### config.mk
export PLATFORM = sky130hd
export DESIGN_NAME = tick_gen_multi
export DESIGN_NICKNAME = d
export VERILOG_FILES = /design/src/rtl/tick_pkg.sv /design/src/rtl/tick_channel.sv /design/src/rtl/tick_gen_multi.sv
export SDC_FILE = /design/constraint.sdc
export NUM_CORES = 1
export LEC_CHECK = 0
export ABC_CLOCK_PERIOD_IN_PS = 8100
export BUFFER_PORTS_ARGS = -buffer_cell sky130_fd_sc_hd__clkbuf_2
export CAP_MARGIN = 20
export CORE_AREA = 2 2 211 213
export CTS_CLUSTER_DIAMETER = 60
export DETAILED_ROUTE_END_ITERATION = 7
export DIE_AREA = 0 0 213 215
export SLEW_MARGIN = 10
export SYNTH_ARGS = -nofsm -noshare
export SYNTH_HDL_FRONTEND = slang
export SYNTH_SLANG_ARGS = --single-unit
### constraint.sdc
create_clock -name clk -period 8.1 [get_ports clk]
set_input_delay 0.81 -clock clk [delete_from_list [all_inputs] [get_ports clk]]
set_output_delay 0.81 -clock clk [all_outputs]
set_load 0.05 [all_outputs]
### src/rtl/tick_pkg.sv
// Shared constants, channel action encoding and gravity period table
// for the multi-channel tick generator.
package tick_pkg;

  localparam int unsigned CNT_W_DEF    = 32;
  localparam int unsigned PERIOD_1S    = 100000000;
  localparam int unsigned PERIOD_100MS = 10000000;
  localparam int unsigned PERIOD_1MS   = 100000;

  typedef enum logic [1:0] {
    ACT_HOLD,
    ACT_RUN,
    ACT_CLEAR,
    ACT_LOAD
  } act_e;

  // Gravity drop period per game level, fastest at the top level.
  function automatic logic [31:0] level_period(
    input logic [3:0] level
  );
    logic [31:0] p;
    unique case (level)
      4'd0:    p = PERIOD_1S;
      4'd1:    p = PERIOD_100MS * 9;
      4'd2:    p = PERIOD_100MS * 8;
      4'd3:    p = PERIOD_100MS * 7;
      4'd4:    p = PERIOD_100MS * 6;
      4'd5:    p = PERIOD_100MS * 5;
      4'd6:    p = PERIOD_100MS * 4;
      4'd7:    p = PERIOD_100MS * 3;
      4'd8:    p = PERIOD_100MS * 2;
      4'd9:    p = PERIOD_100MS;
      4'd10:   p = PERIOD_1MS * 80;
      4'd11:   p = PERIOD_1MS * 65;
      4'd12:   p = PERIOD_1MS * 50;
      4'd13:   p = PERIOD_1MS * 35;
      4'd14:   p = PERIOD_1MS * 25;
      default: p = PERIOD_1MS * 16;
    endcase
    return p;
  endfunction

endpackage

### src/rtl/tick_channel.sv
// One tick channel: counter, period register and tick flop.
// Optional square output under SQUARE_OUT_EN.
module tick_channel
  import tick_pkg::*;
#(
  parameter int unsigned CNT_W = CNT_W_DEF,
  parameter logic [CNT_W-1:0] DEFAULT_PERIOD =
    CNT_W'(PERIOD_1S)
) (
  input  logic             clk,
  input  logic             rst,
  input  logic             enable,
  input  logic             restart,
  input  logic             sync,
  input  logic             load,
  input  logic [CNT_W-1:0] period_in,
  output logic             tick,
`ifdef SQUARE_OUT_EN
  output logic             sq,
`endif
  output logic [CNT_W-1:0] period_out
);

  localparam logic [CNT_W-1:0] ONE = CNT_W'(1);

  logic [CNT_W-1:0] count;
  logic [CNT_W-1:0] period_r;
  logic [CNT_W-1:0] count_nx;
  logic [CNT_W-1:0] period_nx;
  logic             tick_nx;
  logic             wrap;
  logic             clr;
  act_e             act;

  assign clr        = restart | sync;
  assign wrap       = (count == period_r - ONE);
  assign period_out = period_r;

  // Priority decode: load beats clear beats run.
  always_comb begin
    act = ACT_HOLD;
    unique case (1'b1)
      load:                    act = ACT_LOAD;
      (!load && clr):          act = ACT_CLEAR;
      (!load && !clr && enable):
                               act = ACT_RUN;
      default:                 act = ACT_HOLD;
    endcase
  end

  // Next counter, period and tick values.
  always_comb begin
    count_nx  = count;
    period_nx = period_r;
    tick_nx   = 1'b0;
    unique case (act)
      ACT_LOAD: begin
        period_nx = (period_in == '0) ? ONE
                                      : period_in;
        count_nx  = '0;
      end
      ACT_CLEAR: count_nx = '0;
      ACT_RUN: begin
        if (wrap) begin
          count_nx = '0;
          tick_nx  = 1'b1;
        end else begin
          count_nx = count + ONE;
        end
      end
      default: ;
    endcase
  end

  // Channel state registers.
  always_ff @(posedge clk or posedge rst) begin
    if (rst) begin
      count    <= '0;
      period_r <= DEFAULT_PERIOD;
      tick     <= 1'b0;
    end else begin
      count    <= count_nx;
      period_r <= period_nx;
      tick     <= tick_nx;
    end
  end

`ifdef SQUARE_OUT_EN
  logic sq_nx;

  // Square wave toggles with each tick, clears on load/clear.
  always_comb begin
    sq_nx = sq;
    unique case (act)
      ACT_LOAD:  sq_nx = 1'b0;
      ACT_CLEAR: sq_nx = 1'b0;
      ACT_RUN:   sq_nx = wrap ? ~sq : sq;
      default:   sq_nx = sq;
    endcase
  end

  // Square output register.
  always_ff @(posedge clk or posedge rst) begin
    if (rst) sq <= 1'b0;
    else     sq <= sq_nx;
  end
`endif

endmodule

### src/rtl/tick_gen_multi.sv
// Multi-channel programmable tick generator top.
// Build option: SQUARE_OUT_EN adds the sq outputs.
module tick_gen_multi
  import tick_pkg::*;
#(
  parameter int unsigned NUM_CH         = 4,
  parameter int unsigned CNT_W          = CNT_W_DEF,
  parameter int unsigned DEFAULT_PERIOD = PERIOD_1S
) (
  input  logic                    clk,
  input  logic                    rst,
  input  logic [NUM_CH-1:0]       enable,
  input  logic [NUM_CH-1:0]       restart,
  input  logic                    sync_all,
  input  logic [NUM_CH-1:0]       period_load,
  input  logic [NUM_CH*CNT_W-1:0] period_in,
  output logic [NUM_CH-1:0]       tick,
`ifdef SQUARE_OUT_EN
  output logic [NUM_CH-1:0]       sq,
`endif
  output logic [NUM_CH*CNT_W-1:0] period_out
);

  localparam logic [CNT_W-1:0] DEF_P =
    CNT_W'(DEFAULT_PERIOD);

  for (genvar i = 0; i < NUM_CH; i++) begin : g_ch
    tick_channel #(
      .CNT_W          (CNT_W),
      .DEFAULT_PERIOD (DEF_P)
    ) u_ch (
      .clk        (clk),
      .rst        (rst),
      .enable     (enable[i]),
      .restart    (restart[i]),
      .sync       (sync_all),
      .load       (period_load[i]),
      .period_in  (period_in[i*CNT_W +: CNT_W]),
      .tick       (tick[i]),
`ifdef SQUARE_OUT_EN
      .sq         (sq[i]),
`endif
      .period_out (period_out[i*CNT_W +: CNT_W])
    );
  end

endmodule

==> flow_summary.toml, run 1 <==
[run_status]
outcome = "finished clean"

[cts]
clk_transition_reported_paths_ps = 60
post_cts_hold_buffer_count = 0
cts_tree = "done"
htree_levels = 2
cts_num_sinks = 260
cts_setup_buffers = 0
ctsRootBufferMaster = "sky130_fd_sc_hd__clkbuf_16"
tritoncts.num_buffers = 38
insertion_delay_ps = 550
cts-resized-gates = 0
ctsLongestPathBuffers = 3

[sta]
rsz0062_at_grt = "false"
fin_setup_tns_ps = 0
period_minus_slack_ps = 4370
clock.fmax_ghz = 0.229
worstMarginPinSlew_ps = 1010
timing.final.crit_share_pct = 54.0
final_max_slew_viol_count = 0
whs_ps = 444
headroom_to_the_max_slew_limit_pct = 32.3
clk_skew_ps = 24.7
setup_viol = 0
finalHoldViolCount = 0

[layout]
insertedDiodeCount = 0
finish.cell_count_without_fillers = 2766
drive_above_1_share_pct = 25.4
nNetsFinal = 2295
area.growth.synth_to_final_pct = 18.3
layout.core_utilization_pct = 46.6

[critical_path]
path_class = "reg -> reg"
critical_path_startpoint = "g_ch[0].u_ch.period_out[11]$_DFFE_PP0N_"
critical_path_arrival_ps = 4790
crit_required_ps = 8520
worst-r2r-cell-count = 10
critical_path_peak_fanout = 30
regToRegStartpoint = "g_ch[0].u_ch.period_out[11]$_DFFE_PP0N_"
crit_path_end_kind = "flip-flop"
setup.worst_path.start_class = "flip-flop"

[floorplanning]
rows = 77
design.die.area_um2 = 45800
floorplan.initialDensity_pct = 39.4
die_h_um = 215
coreArea_um2 = 43600
floorplan.io_pins = 275
die-width_um = 213

[yosys]
most_frequently_used_cell_type_in_the_post_synthesis_netlist = "sky130_fd_sc_hd__dfrtp_1"
synth_top_area_share_pct = 30.8
synth_enable_flop_cells = 0
async_flop_share_pct = 100
syn_avg_cell_area_um2 = 8.99
yosysSeqAreaShare_pct = 38.2
yosys.area.top_type = "sky130_fd_sc_hd__dfrtp_1"
yosysWarningCount = 0
synth_flop_cell = "sky130_fd_sc_hd__dfrtp_1"
synth_top_cells_by_area = "sky130_fd_sc_hd__dfrtp_1 31%, sky130_fd_sc_hd__mux2_2 7.4%, sky130_fd_sc_hd__dfstp_2 7.3%"
yosysUniqueCellTypes = 81
flip_flop_and_latch_count_after_synthesis = 260
post_synth_inst_count = 1913
synth_area_um2 = 17200
synthTopCellsByCount = "212 x sky130_fd_sc_hd__dfrtp_1, 192 x sky130_fd_sc_hd__nand2_1, 124 x sky130_fd_sc_hd__nand3_1"
syn_nets = 2064

[power]
cell_leakage_power_uw = 0.00857
power-per-cell-area_nw_per_um2 = 194
switching_share_pct = 31.6
power.combinational.fraction_pct = 17.9
max-vdd-ir-drop_mv = 0.149
total_internal_power_uw = 2690
power_frac_clock_pct = 43.6
net_switching_power_figure_uw = 1250
power_frac_seq_pct = 38.5

[placement]
dp_hpwl_um = 36200
placed_cells_incl_taps = 2696
globalplace.congestion = 0.912
numPortBuffers = 274

[route]
drt-pass1-iter-count = 5
wl_per_cell_um = 17.8
detail_route.vias_per_cell = 5.66
total_via_count_after_detailed_routing = 15600
met1_length_um = 22300
maxUsedRoutingLayer = "met4"
ant_nets = 0
drc_errors = 0
detail_route.iter0.violations = 905
detailed_routed_wire_length_on_met2_um = 23800
wl_um = 49200
wl_met3_um = 1790

[global_route]
global_route.overflow_total = 0
antenna_found_initial = 0
grt_pass1_wl_um = 80500
grt_max_degree = 133
grt.total_usage_pct = 21.4
first_global_vias = 15400

[flow_run]
max_cap_violations = 0

[min_path]
timing.hold.worst.class = "in -> async"
## power groups by stage
stage               Combinational, uW  Clock (uW)  Sequential (uW)
global placement                  700           0             1530
detailed placement                707           0             1540
floorplan                         311           0             1710
finish                            707        1720             1520
CTS                               710        1770             1520
global route                      756        1830             1530
## final timing paths
kind	to	slack [ps]
max	g_ch[0].u_ch.count[7]$_DFFE_PP0P_	3730
min	g_ch[2].u_ch.period_out[30]$_DFFE_PP0N_	440
max reg2reg	g_ch[0].u_ch.count[7]$_DFFE_PP0P_	3730
min reg2reg	g_ch[0].u_ch.count[31]$_DFFE_PP0P_	550
max in group asynchronous	g_ch[0].u_ch.period_out[29]$_DFFE_PP0N_	6030
min in group clk	g_ch[1].u_ch.period_out[22]$_DFFE_PP1N_	480
## critical path, stage by stage (launching register included)
cell and delay, ps:
sky130_fd_sc_hd__dfrtp_1 470, sky130_fd_sc_hd__nor4_1 780, sky130_fd_sc_hd__nand3_1 480, sky130_fd_sc_hd__a2111oi_0 580
sky130_fd_sc_hd__o32ai_1 230, sky130_fd_sc_hd__a211oi_1 250, sky130_fd_sc_hd__nand4_1 210, sky130_fd_sc_hd__o21bai_4 650
sky130_fd_sc_hd__buf_16 240, sky130_fd_sc_hd__nor3_1 70, sky130_fd_sc_hd__a211o_1 260
## final cells by class
class,instances,area (um2)
well taps,592,741
flip-flops and latches,260,6570
inverters,40,158
clock inverters,16,186
multi-input cells,1516,10100
repair buffers,288,1500
fillers,4265,23300
clock buffers,54,1130
## sequential cells by signal, indices dropped and copies added (netlist names)
register	cells
g_ch.u_ch.count	128
g_ch.u_ch.tick	4
g_ch.u_ch.period_out	128
## placed cells by master (no fill, tap or decap), types with 11 or more instances in the layout
cell type	Yosys	layout
sky130_fd_sc_hd__o211ai_1	12	12
sky130_fd_sc_hd__xnor2_1	110	110
sky130_fd_sc_hd__a21o_1	40	40
sky130_fd_sc_hd__clkbuf_2	0	274
sky130_fd_sc_hd__clkbuf_16	0	41
sky130_fd_sc_hd__a211o_1	22	22
sky130_fd_sc_hd__or3_1	27	27
sky130_fd_sc_hd__or4_1	26	26
sky130_fd_sc_hd__and4_1	11	11
sky130_fd_sc_hd__o21bai_1	15	15
sky130_fd_sc_hd__nor4_1	84	81
sky130_fd_sc_hd__nand3_1	124	124
sky130_fd_sc_hd__dfrtp_1	212	212
sky130_fd_sc_hd__a211oi_1	11	11
sky130_fd_sc_hd__dfstp_2	48	48
sky130_fd_sc_hd__nor3_1	86	86
sky130_fd_sc_hd__nand2_1	192	192
sky130_fd_sc_hd__nand4_1	48	48
sky130_fd_sc_hd__nor3b_1	17	17
sky130_fd_sc_hd__and3_1	50	50
sky130_fd_sc_hd__inv_1	40	39
sky130_fd_sc_hd__mux2i_1	12	12
sky130_fd_sc_hd__nor2_1	113	113
sky130_fd_sc_hd__o21ai_0	79	79
sky130_fd_sc_hd__mux2_2	113	113
sky130_fd_sc_hd__buf_4	8	13
sky130_fd_sc_hd__nand2b_1	16	16
sky130_fd_sc_hd__xor2_1	68	68
sky130_fd_sc_hd__a21oi_1	52	52
## per-layer routing
| layer | GRT usage (%) | vias to the layer above |
|---|---|---|
| met5 | 0 | - |
| met3 | 3.07 | 77 |
| met2 | 35.9 | 294 |
| met1 | 28.2 | 7713 |
| met4 | 6.95 | 0 |
| li1 | - | 7560 |
## stage by stage
step | total power (uW) | cell area (um2) | worst slack (ps)
6_report | 3940 | 20400 | 3730
5_1_grt | 4110 | 20400 | 3380
4_1_cts | 4000 | 20400 | 3760
3_5_place_dp | 2240 | 19000 | 3810
3_3_place_gp | 2230 | 19000 | 3560
2_1_floorplan | 2030 | 17200 | 214
## cells by family after synthesis
| kind of cell | after synthesis | share of synthesized area [%] |
|---|---|---|
| and+or+nand+nor | 877 | 27.5 |
| AOI/OAI and AO/OA | 328 | 13.1 |
| DFF | 260 | 38.2 |
| xor gates and xnor gates | 178 | 9.06 |
| buffers and inverters | 137 | 3.45 |
| muxes | 125 | 8.09 |
| adders and majority gates | 8 | 0.582 |
(Power assumes the default switching activity.)
==> inputs of run 2 (changes only) <==
--- a/config.mk
+++ b/config.mk
@@ -5,13 +5,14 @@
 export SDC_FILE = /design/constraint.sdc
 export NUM_CORES = 1
 export LEC_CHECK = 0
-export ABC_CLOCK_PERIOD_IN_PS = 8100
+export ABC_AREA = 1
+export ABC_CLOCK_PERIOD_IN_PS = 4300
 export BUFFER_PORTS_ARGS = -buffer_cell sky130_fd_sc_hd__clkbuf_2
 export CAP_MARGIN = 20
-export CORE_AREA = 2 2 211 213
+export CORE_AREA = 2 2 229 231
 export CTS_CLUSTER_DIAMETER = 60
 export DETAILED_ROUTE_END_ITERATION = 7
-export DIE_AREA = 0 0 213 215
+export DIE_AREA = 0 0 231 233
 export SLEW_MARGIN = 10
 export SYNTH_ARGS = -nofsm -noshare
 export SYNTH_HDL_FRONTEND = slang
==> constraint.sdc (replaced) <==
create_clock -name clk -period 4.3 [get_ports clk]
set_input_delay 0.43 -clock clk [delete_from_list [all_inputs] [get_ports clk]]
set_output_delay 0.43 -clock clk [all_outputs]
set_load 0.05 [all_outputs]
==> flow_summary.toml, run 2 <==
[cts]
tritoncts.num_buffers = 39
ctsLongestPathBuffers = 3
insertion_delay_ps = 550
cts_setup_buffers = 0
ctsRootBufferMaster = "sky130_fd_sc_hd__clkbuf_16"
clk_transition_reported_paths_ps = 50
cts_tree = "done"
cts-resized-gates = 0
cts_num_sinks = 260
htree_levels = 2
post_cts_hold_buffer_count = 0

[power]
power.combinational.fraction_pct = 19.3
power-per-cell-area_nw_per_um2 = 331
max-vdd-ir-drop_mv = 0.221
cell_leakage_power_uw = 0.0125
net_switching_power_figure_uw = 2570
total_internal_power_uw = 5270
switching_share_pct = 32.7
design_power_total_uw = 7830
power_frac_seq_pct = 35.6
power_frac_clock_pct = 45.1

[yosys]
synth_enable_flop_cells = 0
syn_avg_cell_area_um2 = 6.38
yosysUniqueCellTypes = 45
yosysWarningCount = 0
post_synth_inst_count = 3185
most_frequently_used_cell_type_in_the_post_synthesis_netlist = "sky130_fd_sc_hd__nand2_1"
syn_nets = 3336
synth_flop_cell = "sky130_fd_sc_hd__dfrtp_1"
yosysSeqAreaShare_pct = 32.3
synth_top_area_share_pct = 26.1
async_flop_share_pct = 100
yosys.area.top_type = "sky130_fd_sc_hd__dfrtp_1"
synthTopCellsByCount = "1131 x sky130_fd_sc_hd__nand2_1, 392 x sky130_fd_sc_hd__nor2_1, 383 x sky130_fd_sc_hd__inv_1"
synth_top_cells_by_area = "sky130_fd_sc_hd__dfrtp_1 26%, sky130_fd_sc_hd__nand2_1 21%, sky130_fd_sc_hd__nor2_1 7.2%"
synth_area_um2 = 20300
flip_flop_and_latch_count_after_synthesis = 260

[route]
drc_errors = 0
drt-pass1-iter-count = 5
detail_route.vias_per_cell = 4.93
total_via_count_after_detailed_routing = 20300
detail_route.iter0.violations = 1379
wl_um = 63700
wl_per_cell_um = 15.5
ant_nets = 0

[critical_path]
crit_path_end_kind = "flip-flop"
path_class = "reg -> reg"
regToRegStartpoint = "g_ch[3].u_ch.period_out[0]$_DFFE_PP0N_"
crit-reg2reg-capture = "g_ch[3].u_ch.count[23]$_DFFE_PP0P_"
setup.reg_to_reg.worst_slack_ps = 1260
critical_path_peak_fanout = 29
critical_path_arrival_ps = 3470
crit_required_ps = 4730
worst-r2r-cell-count = 13
critical_path.endpoint = "g_ch[3].u_ch.count[23]$_DFFE_PP0P_"
setup.worst_path.start_class = "flip-flop"
critical_path_startpoint = "g_ch[3].u_ch.period_out[0]$_DFFE_PP0N_"

[sta]
worstMarginPinSlew_ps = 1090
fin_setup_tns_ps = 0
finalHoldViolCount = 0
final_max_slew_viol_count = 0
setup_viol = 0
period_minus_slack_ps = 3040
clock.fmax_ghz = 0.329
rsz0062_at_grt = "false"
clk_skew_ps = 14.3
headroom_to_the_max_slew_limit_pct = 27.5
timing.final.crit_share_pct = 70.6
post-route-worst-setup-slack_ps = 1260

[floorplanning]
coreArea_um2 = 51100
floorplan.io_pins = 275
die-width_um = 231
floorplan.initialDensity_pct = 39.8
design.die.area_um2 = 53800
die_h_um = 233
rows = 83

[layout]
number_of_filler_cells_placed_in_the_layout = 5437
drive_above_1_share_pct = 14.7
most-common-layout-cells = "1131 x sky130_fd_sc_hd__nand2_1, 392 x sky130_fd_sc_hd__nor2_1, 382 x sky130_fd_sc_hd__inv_1"
area.growth.synth_to_final_pct = 16.4
final_common_cell = "sky130_fd_sc_hd__nand2_1"
nNetsFinal = 3561
insertedDiodeCount = 0

[global_route]
global_route.overflow_total = 0
grt_max_degree = 131
grt.total_usage_pct = 23.5
first_global_vias = 18800
grt_pass1_wl_um = 102000
antenna_found_initial = 0

[min_path]
timing.hold.worst.class = "in -> async"

[placement]
numPortBuffers = 274
globalplace.congestion = 0.918
placement.setup.worst_slack_ps = 1270
dp_hpwl_um = 48800

[flow_run]
max_cap_violations = 0

[run_status]
outcome = "finished clean"
==> run 2: changes by cell type in the layout (fill, tap and decap cells not counted), sizes merged, moves of 40 or more <==
cell / previous run / this run
nand2: 192 / 1143
inv: 44 / 394
nor2: 114 / 427
nand3: 124 / 280
mux2: 113 / 0
xor2: 68 / 154
nor3: 89 / 38
and3: 50 / 2
nor4: 89 / 46
a21o: 40 / 0
==> run 2: routing by layer <==
layer | vias up | global-route usage [%] | share of wire [%] | wire length [um]
met5 | - | 0 | 0 | 0
met4 | 0 | 7.12 | 2.7 | 1710
met3 | 103 | 3.05 | 4.6 | 2930
met2 | 480 | 38.2 | 46 | 29000
met1 | 9334 | 32.4 | 47 | 30100
li1 | 10400 | - | - | -
==> run 2: final cells by class <==
class	instances	area [um2]	share of cell area (%)
clock buffers	50	1080	4.57
clock inverters	21	332	1.40
inverters	394	1480	6.27
multi-input cells	2426	11800	49.9
flip-flops and latches	260	6570	27.8
well taps	680	851	3.60
repair buffers	289	1530	6.46
==> run 2: cells by family (layout without fill, tap and decap cells) <==
| kind of cell | after synthesis | count (layout) | share of synthesized area [%] |
|---|---|---|---|
| AOI/OAI and AO/OA | 146 | 146 | 3.70 |
| adders and majority gates | 8 | 8 | 0.493 |
| xor gates and xnor gates | 233 | 233 | 10.1 |
| and+or+nand+nor | 2039 | 2039 | 43.7 |
| DFF | 260 | 260 | 32.3 |
| buffers and inverters | 499 | 754 | 9.66 |
==> run 2: worst max-delay path: stages (launching register included) <==
cell                      delay (ps)
sky130_fd_sc_hd__dfrtp_1         400
sky130_fd_sc_hd__inv_1           150
sky130_fd_sc_hd__ha_1            290
sky130_fd_sc_hd__nand3_4         170
sky130_fd_sc_hd__nor2_8          260
sky130_fd_sc_hd__nand3_1         160
sky130_fd_sc_hd__o21ai_1         170
sky130_fd_sc_hd__nand2_1         120
sky130_fd_sc_hd__nor2_1          110
sky130_fd_sc_hd__nand2_1          70
sky130_fd_sc_hd__nor2_2           90
sky130_fd_sc_hd__nand3_2         580
sky130_fd_sc_hd__nand3_1         270
sky130_fd_sc_hd__nand2_1          70
==> run 2: how the worst min path moves through the flow <==
stage / to / slack, ps / depth (start not counted)
after floorplan: g_ch[0].u_ch.count[3]$_DFFE_PP0P_ / 490 / 2
after global placement: g_ch[0].u_ch.period_out[16]$_DFFE_PP1N_ / 480 / 2
after detailed placement: g_ch[0].u_ch.period_out[16]$_DFFE_PP1N_ / 480 / 2
after CTS: g_ch[2].u_ch.period_out[16]$_DFFE_PP1N_ / 20 / 3
after global routing: g_ch[2].u_ch.period_out[16]$_DFFE_PP1N_ / 50 / 3
final: g_ch[1].u_ch.period_out[0]$_DFFE_PP0N_ / 50 / 3
==> run 2: stage by stage <==
step | util [%] | std cells | instance area (um2) | hold WS (ps)
global route | 46.3 | 4120 | 23700 | 53.4
CTS | 46.2 | 4119 | 23600 | 16.5
finish | 46.3 | 4120 | 23700 | 53.4
detailed placement | 43.5 | 4048 | 22200 | 482
floorplan | - | 3185 | 20300 | 492
global placement | 43.5 | 4048 | 22200 | 480
==> run 2: power groups by stage <==
| stage | clock, uW | combinational [uW] | sequential (uW) |
|---|---|---|---|
| 5_1_grt | 3730 | 1660 | 2810 |
| 6_report | 3530 | 1510 | 2790 |
| 4_1_cts | 3630 | 1510 | 2790 |
| 2_1_floorplan | 0 | 718 | 3150 |
| 3_3_place_gp | 0 | 1510 | 2830 |
| 3_5_place_dp | 0 | 1510 | 2830 |
==> inputs of run 3 (changes only) <==
--- a/config.mk
+++ b/config.mk
@@ -6,7 +6,7 @@
 export NUM_CORES = 1
 export LEC_CHECK = 0
 export ABC_AREA = 1
-export ABC_CLOCK_PERIOD_IN_PS = 4300
+export ABC_CLOCK_PERIOD_IN_PS = 2900
 export BUFFER_PORTS_ARGS = -buffer_cell sky130_fd_sc_hd__clkbuf_2
 export CAP_MARGIN = 20
 export CORE_AREA = 2 2 229 231
==> constraint.sdc (replaced) <==
create_clock -name clk -period 2.9 [get_ports clk]
set_input_delay 0.29 -clock clk [delete_from_list [all_inputs] [get_ports clk]]
set_output_delay 0.29 -clock clk [all_outputs]
set_load 0.05 [all_outputs]
==> flow_summary.toml, run 3 (synthesized netlist as in run 2, its figures left out) <==
[run_status]
outcome = "finished clean"

[critical_path]
setup.worst_path.start_class = "flip-flop"
worst-r2r-cell-count = 15
crit_required_ps = 3330
critical-path-slowest-cell = "sky130_fd_sc_hd__dfrtp_1"
timing.critical_path.cells = "inv_2 -> ha_1 -> nand2_1 -> nor2_4 -> nand2_2 -> nor2_1 -> nand2_1 -> nand2_1 -> nand2_1 -> inv_1 -> nand2_1 -> nor2_2 -> nand3_4 -> nand3_1 -> nand2_1"
critical_path_arrival_ps = 3050
path_common_cell = "sky130_fd_sc_hd__nand2_1"
crit_path_max_incr_delay_ps = 420
path_class = "reg -> reg"
critical_path_peak_fanout = 14
crit_path_end_kind = "flip-flop"

[power]
design_power_total_uw = 11300
power-per-cell-area_nw_per_um2 = 455
cell_leakage_power_uw = 0.0131
max-vdd-ir-drop_mv = 0.327

[route]
total_via_count_after_detailed_routing = 21000
detail_route.iter0.violations = 1380
detail_route.vias_per_cell = 4.93
maxUsedRoutingLayer = "met5"
ant_nets = 0
wl_met3_um = 3120
met1_length_um = 30600
wl_um = 66400
wl_per_cell_um = 15.6
detailed_routed_wire_length_on_met2_um = 30800
drt-pass1-iter-count = 7
drc_errors = 0

[cts]
insertion_delay_ps = 560
cts_num_sinks = 260
cts_tree = "done"
tritoncts.num_buffers = 38
clk_transition_reported_paths_ps = 60
ctsLongestPathBuffers = 3
cts_setup_buffers = 0
ctsRootBufferMaster = "sky130_fd_sc_hd__clkbuf_16"
htree_levels = 2

[global_route]
first_global_vias = 20100
grt_pass1_wl_um = 107000
antenna_found_initial = 1
grt_max_degree = 101
global_route.overflow_total = 0
grt.total_usage_pct = 24.6

[layout]
drive_above_1_share_pct = 14.8
area.growth.synth_to_final_pct = 22.9
nNetsFinal = 3707
final_common_cell = "sky130_fd_sc_hd__nand2_1"
insertedDiodeCount = 0
most-common-layout-cells = "1131 x sky130_fd_sc_hd__nand2_1, 391 x sky130_fd_sc_hd__nor2_1, 381 x sky130_fd_sc_hd__inv_1"

[floorplanning]
rows = 83
coreArea_um2 = 51100
design.die.area_um2 = 53800
floorplan.initialDensity_pct = 39.8
floorplan.io_pins = 275
die_h_um = 233
die-width_um = 231

[flow_run]
max_cap_violations = 0

[sta]
headroom_to_the_max_slew_limit_pct = 37.2
rsz0062_at_grt = "false"
setup_viol = 0
clk_skew_ps = 22.8
period_minus_slack_ps = 2610
finalHoldViolCount = 0
timing.final.crit_share_pct = 90.2
final_max_slew_viol_count = 0
clock.fmax_ghz = 0.382
worstMarginPinSlew_ps = 933
fin_setup_tns_ps = 0

[min_path]
worst_hold_path.num_cells = 4
timing.hold.worst.class = "in -> reg"

[placement]
globalplace.congestion = 0.962
numPortBuffers = 274
dp_hpwl_um = 49800
==> run 3: path summary, 6_finish.rpt <==
kind                       slack [ps]                                       to                               startpoint
max reg2reg                       290       g_ch[0].u_ch.count[10]$_DFFE_PP0P_   g_ch[0].u_ch.period_out[0]$_DFFE_PP0N_
min reg2reg                       500  g_ch[3].u_ch.period_out[16]$_DFFE_PP1N_  g_ch[3].u_ch.period_out[16]$_DFFE_PP1N_
min in group asynchronous         180  g_ch[3].u_ch.period_out[27]$_DFFE_PP0N_                                      rst
max                               290       g_ch[0].u_ch.count[10]$_DFFE_PP0P_   g_ch[0].u_ch.period_out[0]$_DFFE_PP0N_
min                                40              g_ch[1].u_ch.tick$_DFF_PP0_                               restart[1]
max in group asynchronous        1880  g_ch[0].u_ch.period_out[13]$_DFFE_PP1N_                                      rst
==> run 3: routing by layer <==
layer | vias up | global-route usage (%)
li1 | 10700 | -
met1 | 9651 | 33.3
met2 | 552 | 40.9
met3 | 137 | 3.01
met4 | 2 | 7.26
met5 | - | 0
==> run 3: cell type report <==
class	instances	area, um2
clock buffer	54	1100
clock inverter	15	175
fill	5316	26100
inverter	394	1480
multi-input combinational	2427	11800
sequential	260	6570
tap	680	851
timing repair buffer	435	2950
==> run 3: stage by stage <==
step                      instances  utilization, %  area (um2)  hold WS (ps)  setup slack [ps]
after global placement         4071            43.9       22400           200               280
after CTS                      4264            48.8       24900          1.17               272
after global routing           4265            48.9       25000          45.3              24.3
after detailed placement       4071            43.9       22400           199               293
after floorplan                3185               -       20300           378              -778
final                          4265            48.9       25000          35.3               285
==> run 3: worst max-delay path: cells and delay by family, from the launching register on <==
| family | cells | cell delay [ps] |
|---|---|---|
| flip-flops | 1 | 420 |
| AND/OR/NAND/NOR | 12 | 1720 |
| adder cells (fa/ha/maj) | 1 | 200 |
| buffers and inverters | 2 | 150 |
==> run 3: repair_timing <==
action / CTS / global route
hold buffers: 124 / 0
setup endpoints to repair: 0 / 41
resized for setup: 0 / 4
endpoints found under the hold margin: 211 / 0
==> run 3: power breakdown <==
part	internal [uW]	switching [uW]
clock	2930	1850
sequential	3840	295
combinational	744	1690
